===== src/rtl/pc_flow_ctrl.sv =====
// Fetch PC owner for the miniLA pipeline: hold / +4 / redirect arbitration,
// one-deep redirect buffering across freezes, flush pulses and perf counters.
module pc_flow_ctrl #(
  parameter logic [31:0] RESET_PC = 32'h1C00_0000,
  parameter int unsigned CNT_W    = 16
) (
  input  logic             clk,
  input  logic             rst,
  input  logic             redirect_valid,
  input  logic [31:0]      redirect_target,
  input  logic             stall,
  input  logic             freeze,
  input  logic             fetch_gnt,
  output logic [31:0]      pc,
  output logic             fetch_req,
  output logic             flush_if_id,
  output logic             flush_id_ex,
  output logic             pc_misalign,
  output logic [CNT_W-1:0] redirect_cnt,
  output logic [CNT_W-1:0] stall_cnt
);

  typedef enum logic [1:0] {
    BOOT       = 2'd0,
    RUN        = 2'd1,
    FROZEN     = 2'd2,
    REDIR_PEND = 2'd3
  } state_t;

  state_t      state, state_nxt;
  logic [31:0] pend_target, pend_nxt;
  logic [31:0] pc_nxt;
  logic [31:0] apply_target;
  logic        apply;
  logic        stall_inc;

  // State, PC, pending target and saturating counters
  always_ff @(posedge clk) begin
    if (rst) begin
      state        <= BOOT;
      pc           <= RESET_PC;
      pend_target  <= 32'h0;
      redirect_cnt <= '0;
      stall_cnt    <= '0;
    end else begin
      state       <= state_nxt;
      pc          <= pc_nxt;
      pend_target <= pend_nxt;
      if (apply && (redirect_cnt != {CNT_W{1'b1}}))
        redirect_cnt <= redirect_cnt + CNT_W'(1);
      if (stall_inc && (stall_cnt != {CNT_W{1'b1}}))
        stall_cnt <= stall_cnt + CNT_W'(1);
    end
  end

  // Next-state / PC arbitration; an apply cycle may come from RUN or REDIR_PEND
  always_comb begin
    state_nxt    = state;
    pend_nxt     = pend_target;
    pc_nxt       = pc;
    apply        = 1'b0;
    apply_target = redirect_target;
    stall_inc    = 1'b0;
    fetch_req    = 1'b0;

    case (state)
      BOOT: state_nxt = RUN;
      RUN: begin
        fetch_req = ~freeze & ~stall & ~redirect_valid;
        if (freeze && redirect_valid) begin
          pend_nxt  = redirect_target;
          state_nxt = REDIR_PEND;
        end else if (freeze) begin
          state_nxt = FROZEN;
        end else if (redirect_valid) begin
          apply = 1'b1;
        end else if (stall) begin
          stall_inc = 1'b1;
        end else if (fetch_gnt) begin
          pc_nxt = pc + 32'd4;
        end
      end
      FROZEN: begin
        if (redirect_valid) begin
          pend_nxt  = redirect_target;
          state_nxt = REDIR_PEND;
        end else if (!freeze) begin
          state_nxt = RUN;
        end
      end
      REDIR_PEND: begin
        // Redirects seen while pending are the same branch re-presented
        if (!freeze) begin
          apply        = 1'b1;
          apply_target = pend_target;
          state_nxt    = RUN;
        end
      end
      default: state_nxt = BOOT;
    endcase

    if (apply)
      pc_nxt = {apply_target[31:2], 2'b00};

    flush_if_id = apply;
    flush_id_ex = apply;
    pc_misalign = apply & (|apply_target[1:0]);
  end

endmodule


===== config.mk =====
export PLATFORM = sky130hd
export DESIGN_NAME = pc_flow_ctrl
export DESIGN_NICKNAME = d
export VERILOG_FILES = /design/src/rtl/pc_flow_ctrl.sv
export SDC_FILE = /design/constraint.sdc
export NUM_CORES = 1
export LEC_CHECK = 0
export ABC_AREA = 1
export BUFFER_PORTS_ARGS = -buffer_cell sky130_fd_sc_hd__buf_2
export CAP_MARGIN = 0
export CORE_UTILIZATION = 56
export DETAILED_ROUTE_END_ITERATION = 8
export GPL_TIMING_DRIVEN = 0
export PLACE_DENSITY_LB_ADDON = 0.08
export SLEW_MARGIN = 20
export SYNTH_ARGS = -nofsm -noshare
export SYNTH_HDL_FRONTEND = slang
export SYNTH_SLANG_ARGS = --single-unit

===== constraint.sdc =====
create_clock -name clk -period 2.31 [get_ports clk]
set_clock_uncertainty 0.2 [all_clocks]
set_input_delay 0.1155 -clock clk [delete_from_list [all_inputs] [get_ports clk]]
set_output_delay 0.1155 -clock clk [all_outputs]
set_load 0.02 [all_outputs]

==> summary.md, run 1 <==
| Metric | Value |
|---|---|
| Initial Util | 58.5% |
| Clk pwr share | just over 30% |
| Most common cell in the netlist | nand2_1 |
| Worst endpoint required time | 2420 ps |
| Root buf cell | clkbuf_8 |
| Core area | slightly above 9000 um2 |
| Die area | 10100 um2 |
| Combinational family with the most area after synthesis | simple AND/OR/NAND/NOR gates |
| Arr. time, crit path | 2310 ps |
| Async set-reset flop share out of synthesis | 0% |
| Critical path's largest stage delay | 380 ps |
| Post-synth top cells | nand2_1 (190), nor2_1 (109), a21oi_1 (98) |
| Switch Pwr | 1060 uW |
| Top-level port count | 106 |
| Final worst path period need | 2200 ps |
| Fin. max-slew vios | 0 |
| Slew HR | about three fifths |
| Switching Share | 30.0% |
| Ys flop type | dfxtp_1 |
| Post-Route WL | 16.5 mm |
| WL/cell | roughly 14 um |
| Hold Path Class | input pin to flop |
| Final GP Congestion | 0.938 |
| Worst-skew pair later-pin latency | 370 ps |
| Post-DP Area | 6140 um2 |
| Die height | 101 um |
| CTS Sinks | 96 |
| Port bufs | around 100 |
| Distinct cells, synth | 35 |
| Fillers | roughly 850 |
| Site Rows | 35 |
| CTS max path bufs | 2 |
| Status | finished clean |
| Yosys top cell area share | 35.2% |
| Sequential area share after synthesis | between 30% and 40% |
| Maxcap violations | 0 |
| Slowest stage cell on the critical path | dfxtp_1 |
| Layout cells sized above 1 | 16.3% |
| Comb pwr share | around 17% |
| P&R area growth vs syn | 23.1% |
| Num CTS Buffers | 9 |
| DRC viols | 0 |
| Hold Vio Cnt, Final | 0 |
| Largest net degree at the start of global routing | 20 |
| Syn_area_per_cell | about 6.4 um2 |
| Multiplexer area fraction after synthesis | 0% |
| Cell Area, Synth | 5460 um2 |
| Seq pwr share | 51.8% |
| Total grt overflow | 0 |
| Synth area leader | dfxtp_1 |
| Crit Path Category | flop to flop |
| Startpoint types | flop |
| Final Cell Area | 6720 um2 |
| Synth Area in Compound Gates | about a fifth |
| Crit path buf inv count | 4 |
| Starting DRT DRC Count | 454 |
| Crit path max-delay family | buffers and inverters |
| Xor/xnor share of the synthesized area | between 2 and 3% |
| Synth Area in Adders | 0.688% |
| Top post-synthesis cells by area | dfxtp_1 (35%), nand2_1 (13%), a21oi_1 (9.0%), nor2_1 (7.5%), o21ai_0 (6.7%) |
| Post-Synthesis Cells | 857 |
| Post-Synth Simple-Gate Area | around 30% |
| Final Cycle Share | between 90% and 100% |
| Via Count | a little over 6k |
| First-pass GRT wire length | 26.2 mm |
| Cells along the critical path | buf_6, inv_2, nand2_1, nand2_2, inv_2, buf_2, o21ai_0, o21ai_0, a21oi_1, nor2_1 |
| Worst slew pin tran | 599 ps |
| Synth Warn # | 0 |
| Die Wd | 101 um |
| HPWL after detailed placement | 11.6 mm |
| Peak supply drop | 399 uV |
| Pwr/cell area | 527 nW/um2 |
| RSZ-0062 raised after global routing | false |
| Crit-path max FO | 10 |
| DR pass1 iterations | 5 |
| Vias in the first global route | about 5.6k |
| Mean number of vias per cell | about 5.4 |
| Post-route ant nets | 0 |
| Post-synth EDFFs | 0 |
| Clock transition at the registers of the reported paths | about 100 ps |
| Leak | 0.00294 uW |
| Int Pwr | 2480 uW |
| Sequential cell area | slightly below 2000 um2 |
| Setup tns final | 0 ps |
| CTS tree | done |
| FF+latch count, synth | 96 |
| Critical Path End Type | flop |
| Multi-input gate area | between 2000 and 3000 um2 |
| ANT cells | 0 |
| Peak Freq | 454 MHz |
| GRT Total Usage | 33.1% |
| Initial antenna violation count | 0 |
| # setup viols final | 0 |
| H-tree Lvls | 3 |
| Nets | 1050 |
==> through the flow <==
| step | worst slack, ps | instances | hold WS [ps] | power [uW] | util (%) |
|---|---|---|---|---|---|
| floorplan | 368 | 858 | 7.04 | 2210 | - |
| global placement | 197 | 1090 | 162 | 2400 | 65.8 |
| detailed placement | 178 | 1090 | 168 | 2400 | 65.8 |
| CTS | 5.30 | 1141 | 165 | 3520 | 71.8 |
| global route | 11.1 | 1141 | 199 | 3680 | 72.0 |
| finish | 108 | 1141 | 168 | 3540 | 72.0 |
==> tightest hold or removal path, delay by kind of cell <==
family | cells | cell delay (ps)
buf+inv | 2 | 250
simple gates | 1 | 150
compound gates | 2 | 190
==> power by group through the flow <==
stage	Sequential (uW)	Clock, uW	Combinational, uW
2_1_floorplan	1900	0	313
3_3_place_gp	1870	0	529
3_5_place_dp	1870	0	535
4_1_cts	1830	1100	585
5_1_grt	1850	1170	660
6_report	1830	1100	604
==> registers in the layout, indices dropped and copies added (netlist names) <==
name and cells:
pend_target 32, pc 30, state 2, redirect_cnt 16, stall_cnt 16
==> repair_timing <==
action / 4_1_cts / 5_1_grt
buffers inserted: 0 / 0
endpoints found under the setup margin: 1 / 11
hold buffers: 38 / 0
hold endpoints to repair: 45 / 0
gates cloned: 0 / 0
gates resized for setup: 0 / 11
==> layer usage <==
metal | vias to the layer above | part of all wire (%) | track usage (%) | wire length, um
met5 | - | 0 | 0 | 0
met4 | 0 | 2.4 | 12.9 | 391
met3 | 36 | 6.4 | 5.62 | 1050
met2 | 242 | 48 | 56.6 | 7860
met1 | 2777 | 44 | 41.6 | 7180
li1 | 3095 | - | - | -
==> worst paths after layout <==
kind | from | slack [ps] | to | cells past startpoint
min | redirect_valid | 170 | pend_target[26]$_SDFFE_PP0P_ | 5
max | state[1]$_SDFFE_PP0P_ | 110 | pc[30]$_SDFFE_PP0P_ | 10
max reg2reg | state[1]$_SDFFE_PP0P_ | 110 | pc[30]$_SDFFE_PP0P_ | 10
min reg2reg | redirect_cnt[10]$_SDFFE_PP0P_ | 300 | redirect_cnt[10]$_SDFFE_PP0P_ | 2
==> kinds of logic (layout without fill, tap and decap cells) <==
| family | after synthesis | in the layout |
|---|---|---|
| DFF | 96 | 96 |
| xor gates and xnor gates | 18 | 18 |
| AOI/OAI and AO/OA | 215 | 215 |
| adders and majority gates | 3 | 3 |
| buffers and inverters | 135 | 289 |
| other | 1 | 2 |
| and+or+nand+nor | 389 | 389 |
==> cell type report <==
| class | count | area share (%) |
|---|---|---|
| buffer | 41 | 3.47 |
| clock buffer | 9 | 1.84 |
| clock inverter | 5 | 0.876 |
| inverter | 93 | 5.20 |
| multi-input combinational | 627 | 44.3 |
| sequential | 96 | 28.6 |
| tap | 129 | 2.40 |
| timing repair buffer | 141 | 13.3 |
==> layout by cell type, fill, tap and decap left out, drive strengths merged, types with 2 or more instances in the layout <==
master / count
nand4: 8
xnor2: 4
nand3: 41
dlygate4sd3: 38
o22ai: 7
o21ai: 90
nor2: 116
nand2: 195
nor3: 20
xor2: 14
conb: 2
a31oi: 8
dfxtp: 96
inv: 94
buf: 128
ha: 3
o211ai: 8
clkbuf: 25
a21oi: 98
nand3b: 7
clkinvlp: 2
No activity file was read; power rests on OpenSTA's default activity.
==> run 2, diff against run 1 <==
--- a/config.mk
+++ b/config.mk
@@ -8,10 +8,12 @@
 export ABC_AREA = 1
 export BUFFER_PORTS_ARGS = -buffer_cell sky130_fd_sc_hd__buf_2
 export CAP_MARGIN = 0
+export CORE_MARGIN = 5
 export CORE_UTILIZATION = 56
 export DETAILED_ROUTE_END_ITERATION = 8
 export GPL_TIMING_DRIVEN = 0
 export PLACE_DENSITY_LB_ADDON = 0.08
+export RECOVER_POWER = 25
 export SLEW_MARGIN = 20
 export SYNTH_ARGS = -nofsm -noshare
 export SYNTH_HDL_FRONTEND = slang
==> run 2 against run 1 <==
Against the previous run:
- cell count up 0.44%
- worst setup slack lost 24 ps
- register-to-register slack barely moved
- count of clock-buffer cells in the layout grew 2
- sequential power hardly changed
- routed wire length rose by 3.2%
- clock power increased by 23%
- sequential share of layout area barely moved
- via count increased by 1.1%
- global-route usage down 4.2 points
- non-clock buffer count down 1
- critical path type is now flop to primary output
==> summary.md, run 2 (same netlist as run 1, synthesis figures left out) <==
| Metric | Value |
|---|---|
| M1 WL | 7.22 mm (was 7.18 mm) |
| Vias in the first global route | 5840 (was 5577) |
| Post-route ant nets | 0 (unchanged) |
| Comb pwr share | 15.8% (was 17.1%) |
| Via Count | 6219 (was 6150) |
| CP endpoint | flush_if_id (was pc[30]$_SDFFE_PP0P_) |
| Site Rows | 36 (was 35) |
| Seq pwr share | 48.6% (was 51.8%) |
| First-pass GRT wire length | 27.5 mm (was 26.2 mm) |
| CTS max path bufs | 2 (unchanged) |
| HPWL after detailed placement | 12.6 mm (was 11.6 mm) |
| Fin. max-slew vios | 0 (unchanged) |
| H-tree Lvls | 3 (unchanged) |
| Pwr/cell area | 563 nW/um2 (was 527 nW/um2) |
| Die Wd | 109 um (was 101 um) |
| Top-level port count | 106 (unchanged) |
| # setup viols final | 0 (unchanged) |
| WL/cell | 14.8 um (was 14.4 um) |
| DRC viols | 0 (unchanged) |
| Leak | 0.00281 uW (was 0.00294 uW) |
| Startpoint types | flop (unchanged) |
| Setup slack, reg-to-reg | 100 ps (was 110 ps) |
| Die height | 109 um (was 101 um) |
| Maxcap violations | 0 (unchanged) |
| Final worst path period need | 2230 ps (was 2200 ps) |
| ANT cells | 0 (unchanged) |
| Port bufs | 103 (unchanged) |
| DR pass1 iterations | 6 (was 5) |
| Int Pwr | 2730 uW (was 2480 uW) |
| Switch Pwr | 1050 uW (was 1060 uW) |
| CTS tree | done (unchanged) |
| Hold Path Class | input pin to flop (unchanged) |
| Root buf cell | clkbuf_8 (unchanged) |
| Initial antenna violation count | 0 (unchanged) |
| GRT Total Usage | 28.9% (was 33.1%) |
| Crit Path Category | flop to primary output (was flop to flop) |
| Clk pwr share | 35.6% (was 31.1%) |
| Fillers | 900 (was 854) |
| CTS Sinks | 96 (unchanged) |
| Final Cycle Share | 96.4% (was 95.3%) |
| Num CTS Buffers | 9 (unchanged) |
| P&R area growth vs syn | 23.1% (about the same) |
| Sequential cell area | 1920 um2 (unchanged) |
| Clock transition at the registers of the reported paths | 90 ps (was 100 ps) |
| Status | finished clean (unchanged) |
| Setup Fix Bufs, Post-CTS | 0 (unchanged) |
| Slew HR | 62.3% (was 60.1%) |
| Routed length on met2 | 8.27 mm (was 7.86 mm) |
| FF-to-FF path depth | 10 (unchanged) |
| Total grt overflow | 0 (unchanged) |
| Peak supply drop | 340 uV (was 399 uV) |
| Multi-input gate area | 2970 um2 (about the same) |
| Worst-skew pair later-pin latency | 360 ps (was 370 ps) |
| Worst slew pin tran | 565 ps (was 599 ps) |
| Arr. time, crit path | 1910 ps (was 2310 ps) |
| Dpl ws | 223 ps (was 178 ps) |
| Peak Freq | 449 MHz (was 454 MHz) |
| Final WS setup | 83.2 ps (was 108 ps) |
| Final GP Congestion | 0.973 (was 0.938) |
| Nets | 1049 (was 1050) |
| Crit-path max FO | 11 (was 10) |
| Most common cell after layout, fill and taps aside | nand2_1 (unchanged) |
| Die area | 11800 um2 (was 10100 um2) |
| Crit path from | state[1]$_SDFFE_PP0P_ (unchanged) |
| Layout cells sized above 1 | 12.3% (was 16.3%) |
| Switching Share | 27.8% (was 30.0%) |
| Core area | 9640 um2 (was 9330 um2) |
| Largest net degree at the start of global routing | 20 (unchanged) |
| Post-Route WL | 17.0 mm (was 16.5 mm) |
| RR Endpoint | pc[24]$_SDFFE_PP0P_ (was pc[30]$_SDFFE_PP0P_) |
| Critical Path End Type | primary output (was flop) |
| Met3 routed WL | 1.06 mm (was 1.05 mm) |
| Largest registers | pend_target x32, pc x30 (unchanged) |
| Starting DRT DRC Count | 578 (was 454) |
| Largest register by flop count | pend_target (unchanged) |
| Hold Vio Cnt, Final | 0 (unchanged) |
| RR Startpoint | state[1]$_SDFFE_PP0P_ (unchanged) |
| Hold slack final | 16.7 ps (was 168 ps) |
| Max reg flops | 32 (unchanged) |
| Top layer in use | met4 (unchanged) |
| Most frequent cells in the layout | nand2_1 (190), nor2_1 (109), a21oi_1 (98) (was nand2_1 (190), buf_2 (116), nor2_1 (108)) |
| Mean number of vias per cell | 5.43 (was 5.39) |
| Worst endpoint required time | 1990 ps (was 2420 ps) |
| Initial Util | 56.6% (was 58.5%) |
-- run 2: cell count changes in the layout (fill, tap and decap cells not counted), moves of 2 or more --
cell / delta
buf_2: -40
bufinv_16: +2
clkbuf_1: +41
clkinvlp_4: -2
-- run 2: power by group through the flow --
stage                     sequential, uW  clock [uW]  combinational (uW)
after CTS                           1830        1370                 586
final                               1840        1350                 596
after floorplan                     1900           0                 313
after global placement              1870           0                 525
after global routing                1850        1440                 657
after detailed placement            1870           0                 537
-- run 2: timing repair --
item,4_1_cts,5_1_grt
hold endpoints to repair,43,0
resized for setup,0,7
setup endpoints to repair,1,3
hold buffers,37,0
-- run 2: how the worst min path moves through the flow --
stage / from / end / cells after the start
2_1_floorplan: rst / state[1]$_SDFFE_PP0P_ / 1
3_3_place_gp: redirect_target[14] / pend_target[14]$_SDFFE_PP0P_ / 3
3_5_place_dp: redirect_target[14] / pend_target[14]$_SDFFE_PP0P_ / 3
4_1_cts: stall / pc[23]$_SDFFE_PP0P_ / 6
5_1_grt: stall / pc[23]$_SDFFE_PP0P_ / 6
6_report: stall / pc[23]$_SDFFE_PP0P_ / 6
-- run 2: worst max-delay path: stages, from the launching register on --
cell and delay [ps]:
dfxtp_1 370, buf_4 200, inv_2 80, nand2_1 70, nand2_2 130, inv_2 160
clkbuf_4 260, buf_4 130, buf_2 150
-- run 2: layer usage --
layer	up-vias	track usage, %
li1	3105	-
met1	2810	36.0
met2	259	50.3
met3	45	4.91
met4	0	10.5
met5	-	0
-- run 2: through the flow --
step                      util, %  setup TNS (ps)  total power (uW)  instances  cell area, um2
after floorplan                 -               0              2210        858            5460
after global placement       63.7               0              2390       1094            6140
after detailed placement     63.7               0              2410       1094            6140
after CTS                    70.0               0              3790       1146            6750
after global routing         69.6           -73.8              3940       1146            6710
final                        69.6               0              3780       1146            6710
-- run 2: layout make-up --
class	instances	area share, %
multi-input combinational	627	44.2
clock inverter	5	1.55
tap	133	2.48
inverter	93	5.20
buffer	41	3.41
sequential	96	28.6
timing repair buffer	140	12.5
clock buffer	11	2.11
